===== src/rtl/bin_layer_sequencer_pkg.sv =====
// Shared types and helpers for the binary-weight layer sequencer.
// Holds the sequencer state encoding and the output saturation function.
package bnn_pkg;

    localparam int BIT_CNT_DEFAULT = 8;

    typedef enum logic [2:0] {
        S_IDLE,
        S_LOAD,
        S_FETCH,
        S_EMIT,
        S_DONE
    } seq_state_e;

    // Clamp a wide signed accumulator into the signed range of bit_cnt bits.
    function automatic logic signed [31:0] sat_to_bit_cnt(input logic signed [31:0] acc,
                                                          input int bit_cnt);
        logic signed [31:0] hi;
        logic signed [31:0] lo;
        hi = (32'sd1 <<< (bit_cnt - 1)) - 32'sd1;
        lo = -(32'sd1 <<< (bit_cnt - 1));
        if (acc > hi) begin
            return hi;
        end else if (acc < lo) begin
            return lo;
        end
        return acc;
    endfunction

endpackage


===== src/rtl/bin_layer_sequencer_dot.sv =====
// Combinational signed dot product of LANES activations with LANES binary weights.
// A weight bit of 1 adds the activation, 0 subtracts it.
module signed_bin_dot
    import bnn_pkg::*;
#(
    parameter int BIT_CNT = BIT_CNT_DEFAULT,
    parameter int LANES   = 4,
    parameter int ACC_W   = BIT_CNT + 5
) (
    input  logic [LANES*BIT_CNT-1:0] x,
    input  logic [LANES-1:0]         w,
    output logic signed [ACC_W-1:0]  sum
);

    // Widen before negating so that negating the most negative activation stays exact.
    function automatic logic signed [ACC_W-1:0] ext(input logic [BIT_CNT-1:0] v);
        return {{(ACC_W - BIT_CNT){v[BIT_CNT-1]}}, v};
    endfunction

    always_comb begin
        sum = '0;
        for (int k = 0; k < LANES; k++) begin
            if (w[k]) begin
                sum = sum + ext(x[k*BIT_CNT +: BIT_CNT]);
            end else begin
                sum = sum - ext(x[k*BIT_CNT +: BIT_CNT]);
            end
        end
    end

endmodule


===== src/rtl/bin_layer_sequencer.sv =====
// Sequences one binary-weight dot-product lane group over every output neuron of a BNN layer:
// buffers activations, streams weight rows from external RAM, accumulates, saturates and emits.
module bin_layer_sequencer
    import bnn_pkg::*;
#(
    parameter int BIT_CNT = BIT_CNT_DEFAULT,
    parameter int N_IN    = 16,
    parameter int N_OUT   = 10,
    parameter int LANES   = 4
) (
    input  logic                                      clk,
    input  logic                                      rst,
    input  logic                                      start,
    output logic                                      busy,
    output logic                                      done,
    input  logic                                      in_valid,
    output logic                                      in_ready,
    input  logic [BIT_CNT-1:0]                        in_data,
    output logic                                      w_ren,
    output logic [$clog2(N_OUT*(N_IN/LANES))-1:0]     w_addr,
    input  logic [LANES-1:0]                          w_rdata,
    output logic                                      out_valid,
    input  logic                                      out_ready,
    output logic signed [BIT_CNT-1:0]                 out_data,
    output logic [$clog2(N_OUT)-1:0]                  out_idx
);

    localparam int CHUNKS = N_IN / LANES;
    localparam int AW     = $clog2(N_OUT * CHUNKS);
    localparam int ACC_W  = BIT_CNT + $clog2(N_IN) + 1;
    localparam int IDX_W  = $clog2(N_OUT);
    localparam int LOAD_W = $clog2(N_IN);
    localparam int ISS_W  = $clog2(CHUNKS + 1);

    seq_state_e state;
    seq_state_e state_next;

    logic [N_IN*BIT_CNT-1:0]   act_flat;
    logic [LOAD_W-1:0]         load_cnt;
    logic [ISS_W-1:0]          issue_cnt;
    logic [ISS_W-1:0]          rd_chunk;
    logic                      rd_valid;
    logic [AW-1:0]             row_addr;
    logic [IDX_W-1:0]          neuron;
    logic signed [ACC_W-1:0]   acc;
    logic [LANES*BIT_CNT-1:0]  lane_x;
    logic signed [ACC_W-1:0]   partial;

    signed_bin_dot #(
        .BIT_CNT (BIT_CNT),
        .LANES   (LANES),
        .ACC_W   (ACC_W)
    ) u_dot (
        .x   (lane_x),
        .w   (w_rdata),
        .sum (partial)
    );

    always_comb begin
        lane_x = '0;
        for (int c = 0; c < CHUNKS; c++) begin
            if (rd_chunk == ISS_W'(c)) begin
                lane_x = act_flat[c*LANES*BIT_CNT +: LANES*BIT_CNT];
            end
        end
    end

    always_comb begin
        state_next = state;
        busy       = (state != S_IDLE);
        in_ready   = 1'b0;
        w_ren      = 1'b0;
        out_valid  = 1'b0;
        done       = 1'b0;
        case (state)
            S_IDLE: begin
                if (start) begin
                    state_next = S_LOAD;
                end
            end
            S_LOAD: begin
                in_ready = 1'b1;
                if (in_valid && load_cnt == LOAD_W'(N_IN - 1)) begin
                    state_next = S_FETCH;
                end
            end
            S_FETCH: begin
                w_ren = (issue_cnt < ISS_W'(CHUNKS));
                if (rd_valid && rd_chunk == ISS_W'(CHUNKS - 1)) begin
                    state_next = S_EMIT;
                end
            end
            S_EMIT: begin
                out_valid = 1'b1;
                if (out_ready) begin
                    state_next = (neuron == IDX_W'(N_OUT - 1)) ? S_DONE : S_FETCH;
                end
            end
            S_DONE: begin
                done       = 1'b1;
                state_next = S_IDLE;
            end
            default: state_next = S_IDLE;
        endcase
    end

    assign w_addr   = row_addr;
    assign out_idx  = neuron;
    assign out_data = (state == S_EMIT) ? BIT_CNT'(sat_to_bit_cnt(32'(acc), BIT_CNT)) : '0;

    // Weight rows are laid out neuron-major, so one running address covers the whole layer.
    always_ff @(posedge clk or posedge rst) begin
        if (rst) begin
            state     <= S_IDLE;
            load_cnt  <= '0;
            issue_cnt <= '0;
            rd_chunk  <= '0;
            rd_valid  <= 1'b0;
            row_addr  <= '0;
            neuron    <= '0;
            acc       <= '0;
        end else begin
            state    <= state_next;
            rd_valid <= w_ren;
            if (w_ren) begin
                rd_chunk  <= issue_cnt;
                issue_cnt <= issue_cnt + 1'b1;
                row_addr  <= row_addr + 1'b1;
            end
            if (rd_valid) begin
                acc <= acc + partial;
            end
            case (state)
                S_IDLE: begin
                    if (start) begin
                        load_cnt <= '0;
                    end
                end
                S_LOAD: begin
                    if (in_valid) begin
                        load_cnt <= load_cnt + 1'b1;
                        if (load_cnt == LOAD_W'(N_IN - 1)) begin
                            neuron    <= '0;
                            row_addr  <= '0;
                            issue_cnt <= '0;
                            acc       <= '0;
                        end
                    end
                end
                S_EMIT: begin
                    if (out_ready && neuron != IDX_W'(N_OUT - 1)) begin
                        neuron    <= neuron + 1'b1;
                        issue_cnt <= '0;
                        acc       <= '0;
                    end
                end
                default: ;
            endcase
        end
    end

    // The activation buffer is fully rewritten each layer, so it carries no reset.
    always_ff @(posedge clk) begin
        if (in_valid && in_ready) begin
            for (int i = 0; i < N_IN; i++) begin
                if (load_cnt == LOAD_W'(i)) begin
                    act_flat[i*BIT_CNT +: BIT_CNT] <= in_data;
                end
            end
        end
    end

endmodule


===== config.mk =====
export PLATFORM = sky130hd
export DESIGN_NAME = bin_layer_sequencer
export DESIGN_NICKNAME = d
export VERILOG_FILES = /design/src/rtl/bin_layer_sequencer_pkg.sv /design/src/rtl/bin_layer_sequencer_dot.sv /design/src/rtl/bin_layer_sequencer.sv
export SDC_FILE = /design/constraint.sdc
export NUM_CORES = 1
export LEC_CHECK = 0
export CAP_MARGIN = 25
export CORE_MARGIN = 10
export CORE_UTILIZATION = 45
export CTS_CLUSTER_DIAMETER = 100
export DETAILED_ROUTE_END_ITERATION = 10
export PLACE_DENSITY = 0.63
export SLEW_MARGIN = 20
export SYNTH_ARGS = -nofsm -noshare
export SYNTH_HDL_FRONTEND = slang
export SYNTH_SLANG_ARGS = --single-unit
export TNS_END_PERCENT = 10

===== constraint.sdc =====
create_clock -name clk -period 8.6 [get_ports clk]
set_clock_uncertainty 0.2 [all_clocks]
set_input_delay 1.72 -clock clk [delete_from_list [all_inputs] [get_ports clk]]
set_output_delay 1.72 -clock clk [all_outputs]
set_load 0.005 [all_outputs]

==> impl_results.md, run 1 <==
- Result of the run: complete, no violations
- Row count: 52
- Syn nets: ~860
- Synth Register Bits: 165
- WL per Instance: 17.9 um
- GR Util met3: 0.0293
- Vias post-DR: 6,060
- Post-DP HPWL: 14,500 um
- Share of layout cells above drive strength 1: 0.0980
- Dpl ws: 308 ps
- Inserted Diodes: 0
- GRT met1 Usage: 0.195
- Seq/Total Area, Yosys: 0.511
- Start point of the critical path: w_rdata[1]
- Max-slew headroom: 0.395
- Endpoints failing setup: 0
- Worst path most repeated cell: nor2_1
- Crit path arrival time: 8010 ps
- Critical path type: in -> reg
- Number of synthesized flops with an enable pin: 128
- Post-layout net count: 906
- # H-tree levels: 4
- CTS tree: done
- Port bufs: 39
- Worst Hold Class: reg -> reg
- Die Y: 164 um
- Slowest cell on crit path: clkdlybuf4s50_1
- FMAX: 126 MHz
- Final hold viol count: 0
- Ys flop type: edfxtp_1
- DR iter-0 viols: 361
- Syn Area/Cell: 12.0 sq um
- Finished Core Util: 0.522
- IO Count: 40
- Total wire length: roughly 20,000 um
- Synth unique cells: 53
- Worst Setup End Kind: flop
- Critical Path Max Stage Delay: 590 ps
- Pins Over Slew Limit: 0
- Synth Cell Area: a little over 0.009 sq mm
- R2r startpoint: rd_chunk[0]
- Worst-Skew Late Latency: 420 ps
- Post-CTS sizing: 0
- GRT busiest layer: met2
- Maximum fanout along the worst path: 10
- Largest net degree at the start of global routing: 38
- GPL Wtd Cong: approximately 0.89
- Min-delay src: issue_cnt[2]
- Die extent in x: 164 um
- DRC: 0
- Worst setup SP type: primary input
- Vias in the first global route: 6,189
- Grt ovf: 0
- Worst path required time: 8710 ps
- Via/cell ratio: 5.47
- Initial Util: 0.460
- Warnings from Yosys: 0
- Clock root buffer master: clkbuf_16
- Area Overhead vs Synth: 13.5%
- Post-CTS Setup Repair Bufs: 0
- Post-synth ARST share: 0.224
- Clock slew at reported path FFs: 70 ps
- Total track usage: 0.152
- CTS Buf Count: 17
- RSZ-0062 raised after global routing: no
- First-pass GRT wire length: between 30,000 and 40,000 um
- Synth Instances: 780
- Post-CTS Hold Buffers: 0
- Setup TNS Final: 0 ps
- Pre-antenna DRT Iters: 5
- Final worst slack: 694 ps
- Max Cap Viol: 0
- CTS max path bufs: 2
- Die area: 0.0269 sq mm
- CTS Sinks: about 170
- Final-layout fill cell count: 1,746
- Final min period: 7910 ps
- DRT antenna net count: 0
- GRT met2 Usage: 0.257
- Period utilisation layout: 0.919
- Core Region: 0.0203 sq mm
- Initial antenna violation count: 0
- Worst slew pin tran: 907 ps
[cell usage in the layout (no fill, tap or decap), types with 7 or more instances in the layout]
master / count
mux4_1: 7
mux4_2: 25
nor3_1: 18
a21o_1: 11
dfrtp_1: 36
nor2b_1: 13
nand3_1: 10
a31oi_1: 7
nand4_1: 8
o21bai_1: 14
a21oi_1: 44
xnor2_1: 49
o21ai_0: 26
inv_1: 38
mux2i_1: 8
nor2_1: 101
clkdlybuf4s50_1: 39
xor2_1: 21
ha_1: 61
edfxtp_1: 128
buf_4: 14
clkbuf_16: 17
nand2_1: 57
o21a_1: 7
[cells by family after synthesis]
logic type | after synthesis | synth area share
adder cells (fa/ha/maj) | 65 | 0.0903
multiplexers | 45 | 0.0946
buffers and inverters | 66 | 0.0301
flip-flops | 165 | 0.511
AND/OR/NAND/NOR | 235 | 0.113
XOR/XNOR | 73 | 0.0722
AO/OA/AOI/OAI | 131 | 0.0897
[cells in the mapped netlist, drive strengths merged, types with 4 or more instances]
cell type,n,area share
mux2,5,0.0060
and3,6,0.0040
edfxtp,128,0.41
a21oi,44,0.024
dfrtp,37,0.099
clkbuf,18,0.0072
buf,10,0.0076
or3,6,0.0046
mux2i,8,0.0086
fa,4,0.0086
mux4,32,0.080
a21o,11,0.0088
nand2b,5,0.0033
a31oi,7,0.0047
nand2,57,0.023
o21bai,14,0.011
inv,38,0.015
nand4,8,0.0054
ha,61,0.082
nand3,11,0.0064
xnor2,49,0.046
xor2,22,0.021
nor3,19,0.010
o41a,5,0.0060
o21ai,26,0.014
and2,7,0.0050
o41ai,4,0.0046
nor2b,13,0.0087
o21a,7,0.0056
nor2,101,0.041
[final timing paths]
check | endpoint | slack, ps | cells after the start
worst min-delay path | issue_cnt[2] | 310 | 2
max in group asynchronous | rd_chunk[0] | 6320 | 3
min in group asynchronous | out_idx[1] | 1510 | 3
worst max register to register | acc[12] | 930 | 34
worst max-delay path | acc[12] | 690 | 31
worst min register to register | issue_cnt[2] | 310 | 2
[final cells by class]
type	count	area, sq um	area share
sequential	165	4770	0.450
inverter	38	143	0.0134
timing repair buffer	53	495	0.0467
multi-input combinational	549	4300	0.405
clock inverter	15	139	0.0131
tap	270	338	0.0319
clock buffer	17	425	0.0401
[flip-flops by register name, summed over array words and instances, names as in the netlist]
name	count
issue_cnt	3
load_cnt	4
out_idx	4
rd_valid	1
w_addr	6
rd_chunk	3
act_flat	128
acc	13
state	3
[layer usage]
layer | share of wire | vias to the layer above | routed length [um]
met5 | 0 | - | 0
met4 | 0.012 | 0 | 237
met3 | 0.038 | 20 | 744
met2 | 0.50 | 108 | 9950
met1 | 0.45 | 2987 | 8870
li1 | - | 2945 | -
[per-stage QoR]
step	hold WS, ps	std cells	area, sq um
3_5_place_dp	296	1075	10000
4_1_cts	312	1107	10600
2_1_floorplan	263	780	9340
6_report	305	1107	10600
5_1_grt	349	1107	10600
3_3_place_gp	277	1075	10000
[critical path: cells and delay by family]
family          cells  cell delay, ps
compound gates     12            2390
fa+ha+maj           4            1290
xor+xnor            5             950
simple gates        8             700
buf+inv             1             590
mux                 1             330
Power of run 1 is left out: the tool's default activity adds up to more than one toggle a clock period on the data nets, which glitch-free logic cannot reach.
==> inputs of run 2 (changes only) <==
ABC_CLOCK_PERIOD_IN_PS = 8600   (was default)
GPL_TIMING_DRIVEN = 0   (was default)
==> run 2 against run 1 <==
Net effect: setup slack better by 130 ps; via count is 1.7% lower; highest routed layer unchanged; critical path type is now reg -> reg; non-clock buffer count is 10 higher; count of clock-buffer cells in the layout is 1 higher; sequential share of layout area is 0.39 points lower; first-iteration DRC count is 1.9% higher; core utilization is 0.44 points higher; routed wire length is 4.1% lower.
==> impl_results.md, run 2 (synthesis gave the netlist of run 1 again) <==
- Result of the run: complete, no violations
- Finished Core Util: 0.527
- Most flops, register: act_flat
- Port bufs: 38
- RSZ-0062 raised after global routing: no
- Die Y: 164 um
- Total track usage: 0.148
- CTS Sinks: 165
- Maximum fanout along the worst path: 16
- Total wire length: 19,000 um
- Clock slew at reported path FFs: around 70 ps
- Area Overhead vs Synth: 14.5%
- Critical Path Max Stage Delay: 390 ps
- Vias in the first global route: 5,893
- Final hold viol count: 0
- Post-DP HPWL: 14,200 um
- CTS max path bufs: 2
- Worst Path Buf+Inv: 3
- # H-tree levels: 4
- Grt ovf: 0
- DRC: 0
- Crit path arrival time: approximately 8000 ps
- Period utilisation layout: 0.904
- Pre-antenna DRT Iters: 4
- Pins Over Slew Limit: 0
- Core Region: around 0.020 sq mm
- Share of layout cells above drive strength 1: 0.0992
- Via/cell ratio: 5.33
- Final min period: 7770 ps
- Initial antenna violation count: 0
- Post-CTS Hold Buffers: 0
- DR iter-0 viols: between 300 and 400
- Slowest cell on crit path: xnor3_1
- CP top delay family: compound AO/OA/AOI/OAI gates
- Inserted Diodes: 0
- GPL Wtd Cong: roughly 0.83
- First-pass GRT wire length: around 31,000 um
- Worst-Skew Late Latency: 420 ps
- Max FFs per register: 128
- Max Cap Viol: 0
- Worst Setup End Kind: flop
- Row count: 52
- Most frequent cells in the layout: edfxtp_1, nor2_1, ha_1
- WL per Instance: 17.0 um
- Clock root buffer master: clkbuf_16
- Setup TNS Final: 0 ps
- Post-CTS Setup Repair Bufs: 0
- Critical path type: reg -> reg
- Max-slew headroom: 0.448
- Die extent in x: about 160 um
- IO Count: 40
- Worst slew pin tran: just over 800 ps
- Endpoints failing setup: 0
- DRT antenna net count: 0
- Worst path required time: between 8000 and 9000 ps
- Die area: 0.0269 sq mm
- FMAX: 129 MHz
- CTS tree: done
- Most common cell after layout, fill and taps aside: edfxtp_1
- CTS Buf Count: 17
- Vias post-DR: ~6,000
- Largest net degree at the start of global routing: 26
- Worst setup SP type: flop
- Post-layout net count: 916
- Initial Util: 0.460
- Worst Hold Class: reg -> reg
run 2: cell count changes in the layout (fill, tap and decap cells not counted), moves of 3 or more:
cell,previous run,this run
buf_2,0,3
inv_6,5,2
nor3_1,18,15
nor3_2,1,4
clkbuf_1,0,14
clkbuf_2,0,3
buf_4,14,0
run 2: worst reg2reg max path: cells and delay by family (launching register included):
kind	cells	cell delay (ps)
muxes	2	610
AOI/OAI and AO/OA	12	2380
and+or+nand+nor	9	800
adders and majority gates	5	1580
xor gates and xnor gates	5	990
buffers and inverters	3	780
DFF	1	330
run 2: layout make-up:
class	count	area (sq um)
clock inverter	14	169
sequential	165	4770
timing repair buffer	39	403
multi-input combinational	549	4310
inverter	38	146
fill	1796	9600
buffer	24	129
tap	270	338
clock buffer	18	429
run 2: per-stage QoR:
| stage | instance area (sq um) | instances | hold slack, ps | setup slack (ps) |
|---|---|---|---|---|
| after global routing | 10700 | 1117 | 358 | 10.3 |
| after detailed placement | 10100 | 1089 | 309 | -8.67 |
| after global placement | 10100 | 1088 | 295 | 86.8 |
| after floorplan | 9340 | 780 | 263 | 1340 |
| final | 10700 | 1117 | 316 | 825 |
| after CTS | 10700 | 1121 | 321 | 48.2 |
run 2: path summary, 6_finish.rpt:
kind,from,slack [ps],to,depth (start not counted)
worst max register to register,rd_chunk[1],830,acc[12],36
worst min register to register,issue_cnt[2],320,issue_cnt[2],2
worst min-delay path,issue_cnt[2],320,issue_cnt[2],2
min in group asynchronous,rst,1370,out_idx[3],2
worst max-delay path,rd_chunk[1],830,acc[12],36
max in group asynchronous,rst,6400,issue_cnt[0],3
run 2: layer usage:
layer  part of all wire  vias up  routed length (um)  GRT usage
met5                  0        -                   0          0
met4              0.015        0                 277     0.0491
met3              0.022       22                 421     0.0208
met2               0.48       64                9070      0.239
met1               0.49     2909                9220      0.203
li1                   -     2964                   -          -
run 2: timing repair:
item,CTS,global route
endpoints found under the hold margin,0,0
resized for setup,1,8
endpoints found under the setup margin,1,1
cloned,0,0
pin swaps,0,0
Power of run 2 is left out for the same reason.
==> inputs of run 3 (changes only) <==
GPL_ROUTABILITY_DRIVEN = 0   (was default)
==> results of run 3 <==
Same layout as run 2: the final DEF is identical, and so are final timing and power.
Power of run 3 is left out for the same reason.
